===== src/rtl/fetch_stage_pkg.sv =====
// Shared fetch-stage types: FSM state encoding, default reset PC and the
// IF/ID pipeline register layout consumed by the decode stage.
package fetch_stage_pkg;

    localparam int unsigned PKG_XLEN     = 32;
    localparam logic [31:0] PKG_RESET_PC = 32'h0000_0000;

    typedef enum logic {
        S_REQ,
        S_WAIT
    } fetch_state_t;

    typedef struct packed {
        logic [PKG_XLEN-1:0] pc;
        logic [PKG_XLEN-1:0] pc4;
        logic [31:0]         instr;
    } if_id_t;

endpackage


===== src/rtl/fetch_stage.sv =====
// Instruction fetch stage: owns the PC, keeps one request outstanding to
// instruction memory and hands {pc, pc+4, instr} to decode via a 1-entry buffer.
module fetch_stage
    import fetch_stage_pkg::*;
#(
    parameter int unsigned     XLEN     = PKG_XLEN,
    parameter logic [XLEN-1:0] RESET_PC = PKG_RESET_PC
) (
    input  logic            clk,
    input  logic            rst,
    output logic            imem_req_valid,
    input  logic            imem_req_ready,
    output logic [XLEN-1:0] imem_addr,
    input  logic            imem_rsp_valid,
    input  logic [31:0]     imem_rsp_data,
    input  logic            redirect_valid,
    input  logic [XLEN-1:0] redirect_pc,
    output logic            id_valid,
    input  logic            id_ready,
    output logic [XLEN-1:0] id_pc,
    output logic [XLEN-1:0] id_pc4,
    output logic [31:0]     id_instr
);

    localparam logic [XLEN-1:0] ALIGN_MASK = ~XLEN'(3);

    fetch_state_t    state;
    logic [XLEN-1:0] pc;
    logic [XLEN-1:0] inflight_pc;
    logic            drop;
    logic            out_valid;
    if_id_t          out_q;
    logic            buf_free;
    logic            req_fire;

    // A request is only issued when its response is guaranteed a free slot.
    assign buf_free       = !out_valid || id_ready;
    assign imem_req_valid = !rst && (state == S_REQ) && buf_free && !redirect_valid;
    assign imem_addr      = pc;
    assign req_fire       = imem_req_valid && imem_req_ready;

    assign id_valid = out_valid;
    assign id_pc    = out_q.pc;
    assign id_pc4   = out_q.pc4;
    assign id_instr = out_q.instr;

    always_ff @(posedge clk) begin
        if (rst) begin
            state       <= S_REQ;
            pc          <= RESET_PC & ALIGN_MASK;
            inflight_pc <= '0;
            drop        <= 1'b0;
            out_valid   <= 1'b0;
            out_q       <= '0;
        end else if (redirect_valid) begin
            // Redirect flushes the buffer; an in-flight fetch is marked stale.
            pc        <= redirect_pc & ALIGN_MASK;
            out_valid <= 1'b0;
            if (state == S_WAIT) begin
                if (imem_rsp_valid) begin
                    state <= S_REQ;
                    drop  <= 1'b0;
                end else begin
                    drop <= 1'b1;
                end
            end else if (req_fire) begin
                inflight_pc <= pc;
                state       <= S_WAIT;
                drop        <= 1'b1;
            end
        end else begin
            if (out_valid && id_ready) begin
                out_valid <= 1'b0;
            end
            if (state == S_REQ) begin
                if (req_fire) begin
                    inflight_pc <= pc;
                    state       <= S_WAIT;
                end
            end else if (imem_rsp_valid) begin
                state <= S_REQ;
                if (drop) begin
                    drop <= 1'b0;
                end else begin
                    out_q.pc    <= inflight_pc;
                    out_q.pc4   <= inflight_pc + XLEN'(4);
                    out_q.instr <= imem_rsp_data;
                    out_valid   <= 1'b1;
                    pc          <= inflight_pc + XLEN'(4);
                end
            end
        end
    end

endmodule

===== config.mk =====
export PLATFORM = sky130hd
export DESIGN_NAME = fetch_stage
export DESIGN_NICKNAME = d
export VERILOG_FILES = /design/src/rtl/fetch_stage_pkg.sv /design/src/rtl/fetch_stage.sv
export SDC_FILE = /design/constraint.sdc
export NUM_CORES = 1
export LEC_CHECK = 0
export CORE_MARGIN = 2
export CORE_UTILIZATION = 42
export CTS_BUF_LIST = sky130_fd_sc_hd__clkbuf_16
export DETAILED_ROUTE_END_ITERATION = 10
export PLACE_DENSITY = 0.73
export SYNTH_ARGS = -nofsm -noshare
export SYNTH_HDL_FRONTEND = slang
export SYNTH_SLANG_ARGS = --single-unit

===== constraint.sdc =====
create_clock -name clk -period 1.64 [get_ports clk]
set_clock_uncertainty 0.05 [all_clocks]
set_input_delay 0.246 -clock clk [delete_from_list [all_inputs] [get_ports clk]]
set_output_delay 0.246 -clock clk [all_outputs]
set_load 0.05 [all_outputs]

==> metrics.md, run 1 <==
| Metric | Value |
|---|---|
| Layout overhead on the synthesized area | `55.1%` |
| Horiz. Die Dim | `129 um` |
| Number of cell rows | `45` |
| Clock Latency Late Sink | `0.42 ns` |
| Number of clock sinks seen by CTS | `161` |
| Number of antenna violations at the first check in global routing | `0` |
| Clock transition at path regs | `0.06 ns` |
| Proportion of netlist area held by the largest area contributor | `49.2%` |
| Vias after detailed routing | `6618` |
| Most common cell in the synthesized netlist | `sky130_fd_sc_hd__nand2_1` |
| Leftover overflow at the end of global routing | `0` |
| Number of flip-flops and latches in the synthesized netlist | `161` |
| Detailed-route DRC error count | `0` |
| CTS tree | `done` |
| Sum of routed wire length over all layers | `20.8 mm` |
| Total Nets Final | `1136` |
| Initial cell density of the core | `43.1%` |
| Floorplan Core Area | `0.0152 mm2` |
| GRT Util Overall | `23.3%` |
| Number of vias per cell | `5.23` |
| Library cell with the largest summed area after synthesis | `sky130_fd_sc_hd__dfxtp_1` |
| Number of I/O pins | `200` |
| Critical path endpoint category | `register` |
| Peak supply drop | `733 uV` |
| Number of setup violations in the final report | `25` |
| Height of the chip | `129 um` |
| Post-synthesis net count | `874` |
| Tightest Pin Transition | `0.443 ns` |
| Shortest period the worst path allows | `1.75 ns` |
| Reg2reg setup slack | `-0.11 ns` |
| Final setup margin | `-0.108 ns` |
| Worst-path maximum fanout | `4` |
| Netlist Area Pre-Place | `0.00655 mm2` |
| Total power divided by cell area | `910 mW/mm2` |
| Sum of net half-perimeters after detailed placement | `13.8 mm` |
| Synth unique cells | `52` |
| Slew margin rel. | `70.5%` |
| Final hold slack | `0.188 ns` |
| Top cell types by occurrence after synthesis | `248 x sky130_fd_sc_hd__nand2_1, 161 x sky130_fd_sc_hd__dfxtp_1, 139 x sky130_fd_sc_hd__a21oi_1` |
| Initial DRC count | `467` |
| Number of filler instances in the final layout | `1249` |
| Count of placed standard cells in the final layout, fillers left out | `1266` |
| Level count of the clock H-tree | `4` |
| Hold Violations, Final | `0` |
| Max-cap violation count | `0` |
| Final weighted congestion in routability-driven placement | `0.828` |
| Static leakage | `3.92 nW` |
| Synthesized instance count | `803` |
| Number of hold buffers added after cts | `0` |
| # placed instances | `1215` |
| First-pass GRT wire length | `30.4 mm` |
| Sequential fraction of the synthesis area | `49.2%` |
| Slew Viols, Final | `0` |
| Worst setup SP type | `register` |
| Number of global-route vias before repair | `6066` |
| Buffer cell driving the clock tree root | `sky130_fd_sc_hd__clkbuf_16` |
| Kind of path behind the tightest hold check | `primary input to register` |
| Inserted Clock Buffers | `17` |
| Result of the run | `complete, but fails checks` |
| EDFF count, synth | `0` |
| Required time worst endpoint | `1.93 ns` |
| Top cells by area, synth | `sky130_fd_sc_hd__dfxtp_1 49%, sky130_fd_sc_hd__nand2_1 14%, sky130_fd_sc_hd__a21oi_1 11%` |
| RSZ-0062 raised after global routing | `true` |
| CP Class | `register to register` |
| Share of final-layout standard cells stronger than drive strength 1 | `33.3%` |
| Predominant post-synthesis flop cell | `sky130_fd_sc_hd__dfxtp_1` |
| Total of warnings raised by yosys | `0` |
| Buffer levels on the longest clock path | `2` |
| Number of detailed-route iterations in the first pass | `5` |
| Fmax | `572 MHz` |
| WL/cell | `16.4 um` |
| Die outline area | `0.0166 mm2` |
| ANT nets after route | `0` |
| Violated checks | `setup timing` |
| Diodes inserted | `0` |
| Arr. time, crit path | `2.04 ns` |
| Mean instance size in the synthesized netlist | `8.15 um2` |
| Pin count of the biggest net entering global routing | `94` |
| Count of port buffers added during placement | `197` |
| Share of the core filled with cells | `66.8%` |
| Async set-reset flop share out of synthesis | `0%` |
| Final worst-path cycle share | `107%` |
state kept, by name, summed over array words and instances (netlist names):
signal,count
id_pc4,30
id_instr,32
id_valid,1
state,1
inflight_pc,32
drop,1
id_pc,32
imem_addr,32
cell families after synthesis:
| family | count (synthesis) | synth area share [%] |
|---|---|---|
| xor+xnor | 21 | 2.81 |
| compound gates | 196 | 17.4 |
| flops | 161 | 49.2 |
| fa+ha+maj | 1 | 0.191 |
| simple gates | 354 | 24.2 |
| buf+inv | 70 | 6.14 |
through the flow:
| step | power (mW) | area, um2 | setup WS, ns | TNS, ns |
|---|---|---|---|---|
| after detailed placement | 4.97 | 8900 | -0.253 | -21.94 |
| after global placement | 4.97 | 8900 | -0.228 | -20.45 |
| after floorplan | 4.59 | 6620 | -0.225 | -6.47 |
| after global routing | 9.53 | 10200 | -0.185 | -3.63 |
| after CTS | 9.25 | 9630 | -0.0805 | -0.955 |
| final | 9.24 | 10200 | -0.108 | -1.29 |
final cells by class:
cell class                      instances  area, um2  share of cell area, %
Clock buffer                           17        425                   4.19
Clock inverter                         15        218                   2.14
Inverter                                3       11.3                  0.111
Multi-Input combinational cell        572       3220                   31.7
Sequential cell                       161       3250                   32.0
Tap cell                              188        235                   2.32
Timing Repair Buffer                  310       2800                   27.6
final timing paths:
| check | start | end | cells after the start |
|---|---|---|---|
| max reg2reg | inflight_pc[2] | id_pc4[18] | 7 |
| max | inflight_pc[2] | id_pc4[18] | 7 |
| min | rst | id_valid | 4 |
| min reg2reg | id_instr[12] | id_instr[12] | 2 |
layer usage:
layer | share of wire (%) | global-route usage, % | up-vias
met4 | 3.4 | 11.2 | 0
li1 | - | - | 3231
met1 | 41 | 28.6 | 3127
met3 | 5.4 | 4.57 | 45
met5 | 0 | 0 | -
met2 | 50 | 39.2 | 215
critical path, stage by stage (launching register included):
cell and delay (ns):
sky130_fd_sc_hd__dfxtp_4 0.37, sky130_fd_sc_hd__ha_4 0.13, sky130_fd_sc_hd__and4_4 0.25, sky130_fd_sc_hd__and3_4 0.22, sky130_fd_sc_hd__buf_6 0.10, sky130_fd_sc_hd__nand4_1 0.15
sky130_fd_sc_hd__xor2_2 0.20, sky130_fd_sc_hd__a211oi_1 0.20
power breakdown:
| group | leakage (nW) | internal [mW] | total (mW) | switching, mW |
|---|---|---|---|---|
| registers | 1.31 | 3.98 | 4.04 | 0.0610 |
| clock network | 0.302 | 2.69 | 4.31 | 1.62 |
| logic | 2.31 | 0.382 | 0.889 | 0.507 |
cells in the final DEF, fill, tap and decap left out, types with 3 or more instances in the layout:
cell                                n
sky130_fd_sc_hd__clkinv_4           3
sky130_fd_sc_hd__clkdlybuf4s50_1   65
sky130_fd_sc_hd__or4b_2             8
sky130_fd_sc_hd__clkbuf_16         23
sky130_fd_sc_hd__nand2_2            3
sky130_fd_sc_hd__xnor2_2            7
sky130_fd_sc_hd__nand3_1            6
sky130_fd_sc_hd__dfxtp_4            3
sky130_fd_sc_hd__nor3b_1            5
sky130_fd_sc_hd__o21ai_2            4
sky130_fd_sc_hd__nand2_1          245
sky130_fd_sc_hd__xnor2_1            6
sky130_fd_sc_hd__xor2_1             4
sky130_fd_sc_hd__buf_6             14
sky130_fd_sc_hd__o221ai_1           7
sky130_fd_sc_hd__and2_1             4
sky130_fd_sc_hd__and4_4             5
sky130_fd_sc_hd__a211oi_1          13
sky130_fd_sc_hd__bufinv_16          5
sky130_fd_sc_hd__buf_4            212
sky130_fd_sc_hd__nand4_1            9
sky130_fd_sc_hd__clkinvlp_4         4
sky130_fd_sc_hd__buf_12            10
sky130_fd_sc_hd__a21oi_2            9
sky130_fd_sc_hd__nor2_2             5
sky130_fd_sc_hd__a211oi_2           5
sky130_fd_sc_hd__a21oi_1          131
sky130_fd_sc_hd__inv_1              4
sky130_fd_sc_hd__nor4_4             3
sky130_fd_sc_hd__dfxtp_2           10
sky130_fd_sc_hd__dfxtp_1          148
sky130_fd_sc_hd__nor2_1            38
sky130_fd_sc_hd__nor3_1             4
sky130_fd_sc_hd__nor3_4             3
sky130_fd_sc_hd__xor2_2             4
sky130_fd_sc_hd__a211o_1            7
timing repair:
action | in CTS | in global routing
gates resized for setup | 23 | 63
setup endpoints to repair | 40 | 59
hold endpoints to repair | 0 | 0
setup buffers | 3 | 11
cloned | 0 | 6
pin swaps | 14 | 34
No activity file was read; power rests on OpenSTA's default activity.
==> run 2: changes to the inputs <==
CTS_BUF_LIST = not set   (was sky130_fd_sc_hd__clkbuf_16)
SETUP_SLACK_MARGIN = 0.05   (was not set)
==> run 2 against run 1 <==
The flow still finishes with violations (setup timing). Sequential power barely moved. Largest cell class is now multi-input gates. Critical path type unchanged. Via count barely moved. Critical path depth fell by 2. Sequential cell count did not move.
==> metrics.md, run 2 (synthesis results as in run 1) <==
| Metric | Value |
|---|---|
| Switching power share of the total | `23.4%` |
| Gate family responsible for the most delay along the worst path | `compound AO/OA/AOI/OAI gates` |
| Height of the chip | `129 um` |
| Floorplan Core Area | `0.0152 mm2` |
| Sequential group share of total power | `45.2%` |
| Initial DRC count | `377` |
| Number of buffer and inverter instances along the worst setup path | `0` |
| Diodes inserted | `0` |
| Number of global-route vias before repair | `6095` |
| TNS Setup | `-0.831 ns` |
| Leftover overflow at the end of global routing | `0` |
| Initial cell density of the core | `43.1%` |
| Max-cap violation count | `0` |
| Number of I/O pins | `200` |
| Shortest period the worst path allows | `1.82 ns` |
| Hold Violations, Final | `0` |
| Busiest layer in global routing | `met2` |
| Fmax | `548 MHz` |
| Arr. time, crit path | `2.07 ns` |
| ANT nets after route | `0` |
| Share of final-layout standard cells stronger than drive strength 1 | `34.1%` |
| Slew margin rel. | `68.0%` |
| RSZ-0062 raised after global routing | `true` |
| Cell with the largest stage delay on the worst path | `sky130_fd_sc_hd__dfxtp_1` |
| Detailed-route DRC error count | `0` |
| Sum of routed wire length over all layers | `21.0 mm` |
| Violated checks | `setup timing` |
| Most common library cell in the layout ignoring fill and taps | `sky130_fd_sc_hd__nand2_1` |
| Relative contribution of combinational cells to total power | `10.0%` |
| Critical path endpoint category | `register` |
| Number of clock sinks seen by CTS | `161` |
| Final setup margin | `-0.184 ns` |
| Sum of net half-perimeters after detailed placement | `13.7 mm` |
| Count of placed standard cells in the final layout, fillers left out | `1263` |
| Number of antenna violations at the first check in global routing | `1` |
| Count of port buffers added during placement | `197` |
| Met1 usage | `27.9%` |
| Switch Pwr | `2.10 mW` |
| WL/cell | `16.6 um` |
| CTS tree | `done` |
| Vias after detailed routing | `6617` |
| Met3 Track Usage GR | `6.74%` |
| Number of cell rows | `45` |
| Result of the run | `complete, but fails checks` |
| Buffer cell driving the clock tree root | `sky130_fd_sc_hd__clkbuf_16` |
| Number of vias per cell | `5.24` |
| # placed instances | `1208` |
| Slew Viols, Final | `0` |
| Area taken by flip-flops and latches | `0.00325 mm2` |
| Number of setup violations in the final report | `17` |
| Slowest cell delay on critical path | `0.53 ns` |
| Commonest cells after routing, fill and taps aside | `245 x sky130_fd_sc_hd__nand2_1, 210 x sky130_fd_sc_hd__buf_4, 146 x sky130_fd_sc_hd__dfxtp_1` |
| Internal power component | `6.86 mW` |
| Buffer levels on the longest clock path | `2` |
| Worst setup SP type | `register` |
| Pin count of the biggest net entering global routing | `85` |
| Inserted Clock Buffers | `17` |
| Share of power burned in the clock network | `44.8%` |
| Required time worst endpoint | `1.89 ns` |
| Worst-path maximum fanout | `5` |
| CP cell instances | `and3_1 > nand4_1 > o31a_1 > o21ai_2 > a21oi_1` |
| Horiz. Die Dim | `129 um` |
| First-pass GRT wire length | `30.5 mm` |
| Layout overhead on the synthesized area | `55.6%` |
| Final worst-path cycle share | `111%` |
| Static leakage | `3.95 nW` |
| CP Class | `register to register` |
| Total Nets Final | `1135` |
| GRT Util Overall | `23.5%` |
| Die outline area | `0.0166 mm2` |
| Kind of path behind the tightest hold check | `primary input to register` |
| Tightest Pin Transition | `0.481 ns` |
| Number of detailed-route iterations in the first pass | `5` |
| Clock Latency Late Sink | `0.43 ns` |
| Clock transition at path regs | `0.06 ns` |
| Final weighted congestion in routability-driven placement | `0.810` |
| Combined area of the multi-input logic cells | `0.00333 mm2` |
| Peak supply drop | `734 uV` |
| Total power divided by cell area | `880 mW/mm2` |
| Routing usage on met2 | `39.9%` |
| Level count of the clock H-tree | `4` |
| Number of filler instances in the final layout | `1232` |
[run 2: timing repair]
item                                    in CTS  in global routing
endpoints found under the setup margin      41                 60
pin swaps                                   41                 30
hold buffers                                 0                  0
resized for setup                           45                 49
gates cloned                                 1                  4
buffers inserted                             9                 13
[run 2: final timing paths]
path | to | slack (ns) | start | depth (start not counted)
worst max-delay path | imem_addr[26] | -0.18 | inflight_pc[11] | 5
worst min-delay path | id_valid | 0.17 | redirect_valid | 4
worst max register to register | imem_addr[26] | -0.18 | inflight_pc[11] | 5
worst min register to register | id_pc4[23] | 0.40 | id_pc4[23] | 2
[run 2: final cells by class]
class	instances	share of cell area [%]
clock buffer	24	4.73
inverter	3	0.111
tap	188	2.31
timing repair buffer	308	27.2
sequential	161	31.9
multi-input combinational	573	32.7
clock inverter	6	1.03
[run 2: per-stage QoR]
step	util, %	power [mW]	setup WS, ns	area, um2	hold slack, ns
2_1_floorplan	-	4.59	-0.225	6630	0.292
3_5_place_dp	58.3	4.97	-0.275	8860	0.397
4_1_cts	63.9	8.97	-0.0487	9710	0.162
6_report	67.0	8.96	-0.184	10200	0.169
3_3_place_gp	58.3	4.97	-0.198	8860	0.393
5_1_grt	67.0	9.22	-0.243	10200	0.176
[run 2: power groups by stage]
stage / clock network, mW / registers (mW) / logic [mW]
2_1_floorplan: 0 / 4.32 / 0.272
3_3_place_gp: 0 / 4.13 / 0.842
3_5_place_dp: 0 / 4.13 / 0.848
4_1_cts: 4.07 / 4.04 / 0.861
5_1_grt: 4.23 / 4.05 / 0.947
6_report: 4.02 / 4.04 / 0.896
[run 2: tightest hold or removal path, delay by kind of cell]
family | cells | cell delay, ns
and+or+nand+nor | 2 | 0.17
buffers and inverters | 2 | 0.21
[run 2: layer usage]
metal / wire length, um / vias up
met2: 10600 / 216
li1: - / 3234
met3: 1440 / 43
met4: 576 / 2
met5: 13 / -
met1: 8330 / 3122
